--- src/rtl/store_pkg.sv ---
// Shared types and constants for the posted-store buffer.
package store_pkg;

   localparam logic [2:0] F3_SB = 3'b000;
   localparam logic [2:0] F3_SH = 3'b001;
   localparam logic [2:0] F3_SW = 3'b010;

   // Entry address field width; must match the controller's ADDR_W.
   localparam int ST_ADDR_W = 32;

   typedef struct packed {
      logic [ST_ADDR_W-1:0] addr;
      logic [31:0]          wdata;
      logic [3:0]           wstrb;
   } st_entry_t;

   typedef enum logic [1:0] {RUN, DRAIN, DONE} state_e;

endpackage

--- src/rtl/store_lane_align.sv ---
// Combinational SB/SH/SW formatter: replicates store data across lanes and
// derives byte strobes and the misalignment flag from addr[1:0].
module store_lane_align
   import store_pkg::*;
(
   input  logic [1:0]  addr_lo,
   input  logic [2:0]  funct3,
   input  logic [31:0] data,
   output logic [31:0] wdata,
   output logic [3:0]  wstrb,
   output logic        misalign
);

   always_comb begin
      wdata    = '0;
      wstrb    = '0;
      misalign = 1'b0;
      case (funct3)
         F3_SB: begin
            wdata = {4{data[7:0]}};
            wstrb = 4'b0001 << addr_lo;
         end
         F3_SH: begin
            wdata    = {2{data[15:0]}};
            wstrb    = addr_lo[1] ? 4'b1100 : 4'b0011;
            misalign = addr_lo[0];
         end
         F3_SW: begin
            wdata    = data;
            wstrb    = 4'b1111;
            misalign = (addr_lo != 2'b00);
         end
         default: misalign = 1'b1;
      endcase
   end

endmodule

--- src/rtl/store_buffer_ctrl.sv ---
// Posted-store buffer: DEPTH-entry FIFO draining to a valid/ready write port,
// with fence sequencing. Define STBUF_FWD_EN to build the load-hazard compare.
module store_buffer_ctrl
   import store_pkg::*;
#(
   parameter int DEPTH  = 4,
   parameter int ADDR_W = 32
)
(
   input  logic              clk,
   input  logic              rst,
   input  logic              st_valid,
   output logic              st_ready,
   input  logic [ADDR_W-1:0] st_addr,
   input  logic [31:0]       st_data,
   input  logic [2:0]        st_funct3,
   output logic              st_misalign,
   input  logic              fence_req,
   output logic              fence_done,
   output logic              mem_valid,
   input  logic              mem_ready,
   output logic [ADDR_W-1:0] mem_addr,
   output logic [31:0]       mem_wdata,
   output logic [3:0]        mem_wstrb,
   output logic              empty,
   input  logic [ADDR_W-1:0] ld_chk_addr,
   output logic              ld_hazard
);

   localparam int PTR_W = $clog2(DEPTH);
   localparam int CNT_W = PTR_W + 1;
   localparam logic [CNT_W-1:0] DEPTH_C = CNT_W'(DEPTH);

   logic [31:0]      fmt_wdata;
   logic [3:0]       fmt_wstrb;
   logic             fmt_mis;
   st_entry_t        fifo_q [DEPTH];
   st_entry_t        head;
   logic [PTR_W-1:0] wr_ptr_q, wr_ptr_d, rd_ptr_q, rd_ptr_d;
   logic [CNT_W-1:0] count_q, count_d;
   state_e           state_q;
   logic             misalign_q, fence_done_q;
   logic             accept, enq, deq;

   store_lane_align u_align (
      .addr_lo  (st_addr[1:0]),
      .funct3   (st_funct3),
      .data     (st_data),
      .wdata    (fmt_wdata),
      .wstrb    (fmt_wstrb),
      .misalign (fmt_mis)
   );

   // Rejected stores still complete the handshake but never enter the queue.
   assign st_ready = !rst && (state_q == RUN) && (count_q < DEPTH_C);
   assign accept   = st_valid && st_ready;
   assign enq      = accept && !fmt_mis;
   assign deq      = mem_valid && mem_ready;

   assign empty       = (count_q == '0);
   assign head        = fifo_q[rd_ptr_q];
   assign mem_valid   = !empty;
   assign mem_addr    = empty ? '0 : ADDR_W'(head.addr);
   assign mem_wdata   = empty ? '0 : head.wdata;
   assign mem_wstrb   = empty ? '0 : head.wstrb;
   assign st_misalign = misalign_q;
   assign fence_done  = fence_done_q;

   always_comb begin
      wr_ptr_d = wr_ptr_q;
      rd_ptr_d = rd_ptr_q;
      count_d  = count_q;
      if (enq) wr_ptr_d = wr_ptr_q + PTR_W'(1);
      if (deq) rd_ptr_d = rd_ptr_q + PTR_W'(1);
      case ({enq, deq})
         2'b10:   count_d = count_q + CNT_W'(1);
         2'b01:   count_d = count_q - CNT_W'(1);
         default: count_d = count_q;
      endcase
   end

   always_ff @(posedge clk) begin
      if (enq) begin
         fifo_q[wr_ptr_q].addr  <= ST_ADDR_W'({st_addr[ADDR_W-1:2], 2'b00});
         fifo_q[wr_ptr_q].wdata <= fmt_wdata;
         fifo_q[wr_ptr_q].wstrb <= fmt_wstrb;
      end
   end

   always_ff @(posedge clk) begin
      if (rst) begin
         wr_ptr_q     <= '0;
         rd_ptr_q     <= '0;
         count_q      <= '0;
         state_q      <= RUN;
         misalign_q   <= 1'b0;
         fence_done_q <= 1'b0;
      end else begin
         wr_ptr_q     <= wr_ptr_d;
         rd_ptr_q     <= rd_ptr_d;
         count_q      <= count_d;
         misalign_q   <= accept && fmt_mis;
         fence_done_q <= 1'b0;
         case (state_q)
            RUN:   if (fence_req) state_q <= DRAIN;
            DRAIN: if (empty) begin
                      state_q      <= DONE;
                      fence_done_q <= 1'b1;
                   end
            DONE:  state_q <= RUN;
            default: state_q <= RUN;
         endcase
      end
   end

`ifdef STBUF_FWD_EN
   logic [ST_ADDR_W-1:0] ld_word;
   logic                 unused_ld_lo;

   assign ld_word      = ST_ADDR_W'({ld_chk_addr[ADDR_W-1:2], 2'b00});
   assign unused_ld_lo = ^ld_chk_addr[1:0];

   // An entry is live when its distance from the head is below the count;
   // the head stays visible during the cycle it is being acknowledged.
   always_comb begin
      ld_hazard = 1'b0;
      for (int i = 0; i < DEPTH; i++) begin
         if (({1'b0, PTR_W'(i) - rd_ptr_q} < count_q) && (fifo_q[i].addr == ld_word))
            ld_hazard = 1'b1;
      end
   end
`else
   logic unused_ld;

   assign unused_ld = ^ld_chk_addr;
   assign ld_hazard = 1'b0;
`endif

endmodule

--- config.mk ---
export PLATFORM = sky130hd
export DESIGN_NAME = store_buffer_ctrl
export DESIGN_NICKNAME = d
export VERILOG_FILES = /design/src/rtl/store_pkg.sv /design/src/rtl/store_lane_align.sv /design/src/rtl/store_buffer_ctrl.sv
export SDC_FILE = /design/constraint.sdc
export NUM_CORES = 1
export LEC_CHECK = 0
export CAP_MARGIN = 20
export CORE_MARGIN = 2
export CORE_UTILIZATION = 41
export CTS_CLUSTER_DIAMETER = 80
export DETAILED_ROUTE_END_ITERATION = 6
export GPL_ROUTABILITY_DRIVEN = 0
export SLEW_MARGIN = 25
export SYNTH_ARGS = -nofsm -noshare
export SYNTH_HDL_FRONTEND = slang
export SYNTH_SLANG_ARGS = --single-unit
--- constraint.sdc ---
create_clock -name clk -period 3.6 [get_ports clk]
set_clock_uncertainty 0.15 [all_clocks]
set_input_delay 0.36 -clock clk [delete_from_list [all_inputs] [get_ports clk]]
set_output_delay 0.36 -clock clk [all_outputs]
set_load 0.05 [all_outputs]
==> flow_summary.toml <==
[min_path]
hold_class = "in -> reg"
hold_depth = 3
worstHoldEndpoint = "state_q[0]"
hp-start = "fence_req"

[worst_setup_path]
reg2reg_depth = 5
criticalPathCategory = "reg -> out"
cpPeakStageDelay_ns = 0.83
reg2reg_slack_ns = 1.12
crit_fanout = 40
crit_slowest_cell = "or3_2"
crit_chain = "or3_2 -> buf_12 -> and2_1 -> clkdlybuf4s50_1"
critPathArrivalTime_ns = 2.94
endpoint_kind = "output port"
critical_path_required_ns = 3.09
startpoint_type = "flop"
regToRegEndpoint = "fifo_q[1][48]"
critical_path.startpoint = "count_q[2]"
r2r-start = "state_q[1]"

[pwr]
internal_power_w = 0.00563
p_sw_share_pct = 22.9
peakVddDrop_mv = 0.297
leakagePower_nw = 4.53
power_density_nw_per_um2 = 520
p_sw_w = 0.00168
power.share.combinational_pct = 11.6
clockPowerShare_pct = 39.6
seq_power_share_pct = 48.9
fin_total_pwr_w = 0.00731

[cells_and_area]
final_cell_area_sq_um = 14100
fin_cells = 1117
fin_util_pct = 52.3
nets = 864
drive_above_1_share_pct = 19.3
syn_to_final_growth_pct = 25.5
fill_cells = 2204
antennaDiodeCount = 0

[synth]
synth-main-ff-cell = "edfxtp_1"
yosysUniqueCellTypes = 35
synth_most_common_cell = "edfxtp_1"
synthArstFlopShare_pct = 0
ys_seq_area_share_pct = 73.1
synth_top_area_share_pct = 70.7
yosysTopAreaCell = "edfxtp_1"
yosys-top-cells-count = "edfxtp_1 (264), and2_1 (78), mux4_2 (66)"
synthTopCellsByArea = "edfxtp_1 (71%), mux4_2 (13%), and2_1 (4.4%), dfxtp_1 (2.3%), a21oi_1 (1.3%)"
synth-seq-cells = 277
synth_edf_count = 264
syn_avg_cell_area_sq_um = 18.8
yosys_warnings = 0
synthCells = 595
syn_area_sq_um = 11200

[global_routing]
grt_util_all_layers_pct = 16.1
antenna_found_initial = 0
gr-total-overflow = 0
grt_max_degree = 41
grt_pass1_wl_mm = 35.3
first_global_vias = 6208

[floorplan]
rows = 60
die_area_sq_um = 28700
start_util_pct = 41.7
die_w_um = 169
pin_count = 178
coreArea_sq_um = 26900
die_height_um = 169

[drt]
vias_per_cell = 5.28
ant_nets = 0
avgRoutedWirePerCell_um = 20.4
vias = 5902
firstDrtPassIters = 5
drt_iter0_drc = 467
wl_mm = 22.8
drc_errors = 0

[clock_tree]
clkSlewWorstSetupHoldPaths_ns = 0.06
post-cts-setup-buffers = 0
max-clock-path-buffers = 3
post_cts_resized = 0
cts_hold_buf = 0
htree_levels = 1
clk_latency_ns = 0.54
numCtsBuffers = 29
cts_tree = "done"
ctsRootBufferMaster = "clkbuf_16"
cts.sinks = 277

[timing]
tightest_slew_ns = 0.870
post-route-min-period_ns = 3.45
relSlewSlack_pct = 42.0
drv_slew = 0
fmax_mhz = 290
fin_tns_setup_ns = 0
min_period_over_period_pct = 95.9
rsz0062_at_grt = "false"
setup_viol = 0
hold_viol = 0

[placement]
placed_cell_area_sq_um = 13100
dp.final_hpwl_mm = 14.4
io_buffers = 142
dp_cells = 1064

[job]
max-cap-violations = 0

[status]
outcome = "completed"
## stage by stage
step	worst slack [ns]	hold slack [ns]
after detailed placement	0.698	0.368
after global routing	0.0350	0.262
after global placement	0.722	0.344
after CTS	0.110	0.245
final	0.147	0.266
after floorplan	0.339	0.309
## power groups by stage
stage / Sequential, W / Clock [W] / Combinational, W
2_1_floorplan: 0.00364 / 0 / 0.000536
3_3_place_gp: 0.00364 / 0 / 0.000846
3_5_place_dp: 0.00364 / 0 / 0.000855
4_1_cts: 0.00358 / 0.00297 / 0.000858
5_1_grt: 0.00358 / 0.00310 / 0.000899
6_report: 0.00357 / 0.00289 / 0.000845
## area by class of cell
cell class                 count  area, sq um  area share [%]
clock buffer                  37          776            5.52
clock inverter                16          161            1.15
inverter                      10         37.5           0.267
multi-input combinational    273         2790            19.8
sequential                   277         8200            58.3
tap                          341          427            3.03
timing repair buffer         163         1680            11.9
## metal layers
layer / global-route usage [%] / vias up / part of all wire (%)
met5: 0 / - / 0
met4: 3.72 / 0 / 1.9
met3: 3.15 / 43 / 7.3
met2: 27.5 / 233 / 48
met1: 21.5 / 2994 / 43
li1: - / 2632 / -
## registers in the layout (all words and copies together), names as in the netlist, named ones only
name and flops:
count_q 3, fence_done 1, fifo_q 264, rd_ptr_q 2, st_misalign 1, state_q 2, wr_ptr_q 2
## critical path: cells and delay by family (launching register included)
| family | cells | cell delay [ns] |
|---|---|---|
| buf+inv | 2 | 1.04 |
| simple gates | 2 | 0.98 |
| flops | 1 | 0.36 |
## kinds of logic after synthesis
family          synth area share (%)
simple gates                    7.46
mux                             14.2
flops                           73.1
other cells                   0.0335
fa+ha+maj                      0.737
compound gates                  2.00
buf+inv                         2.24
xor+xnor                       0.313
## worst max path at each step
stage                          to  slack (ns)
floorplan            fifo_q[0][0]        0.34
global placement     mem_wdata[3]        0.72
detailed placement   mem_addr[14]        0.70
CTS                  mem_addr[14]        0.11
global route         mem_addr[14]        0.03
finish              mem_wdata[13]        0.15
## cells in the final DEF (no fill, tap or decap), drive strengths merged, types with 2 or more instances in the layout
master           n
nor2            20
nor4             2
clkdlybuf4s50  142
clkinv          10
nor3             2
ha               5
buf             21
and2            78
xor2             4
clkbuf          37
inv             12
or3              2
bufinv           3
or2              8
conb             3
mux2i            9
mux4            66
nor4b            2
nor2b           11
a21oi           30
nand2           17
o21a             2
nand2b           3
dfxtp           13
edfxtp         264
Power figures use the tool's default switching activity.
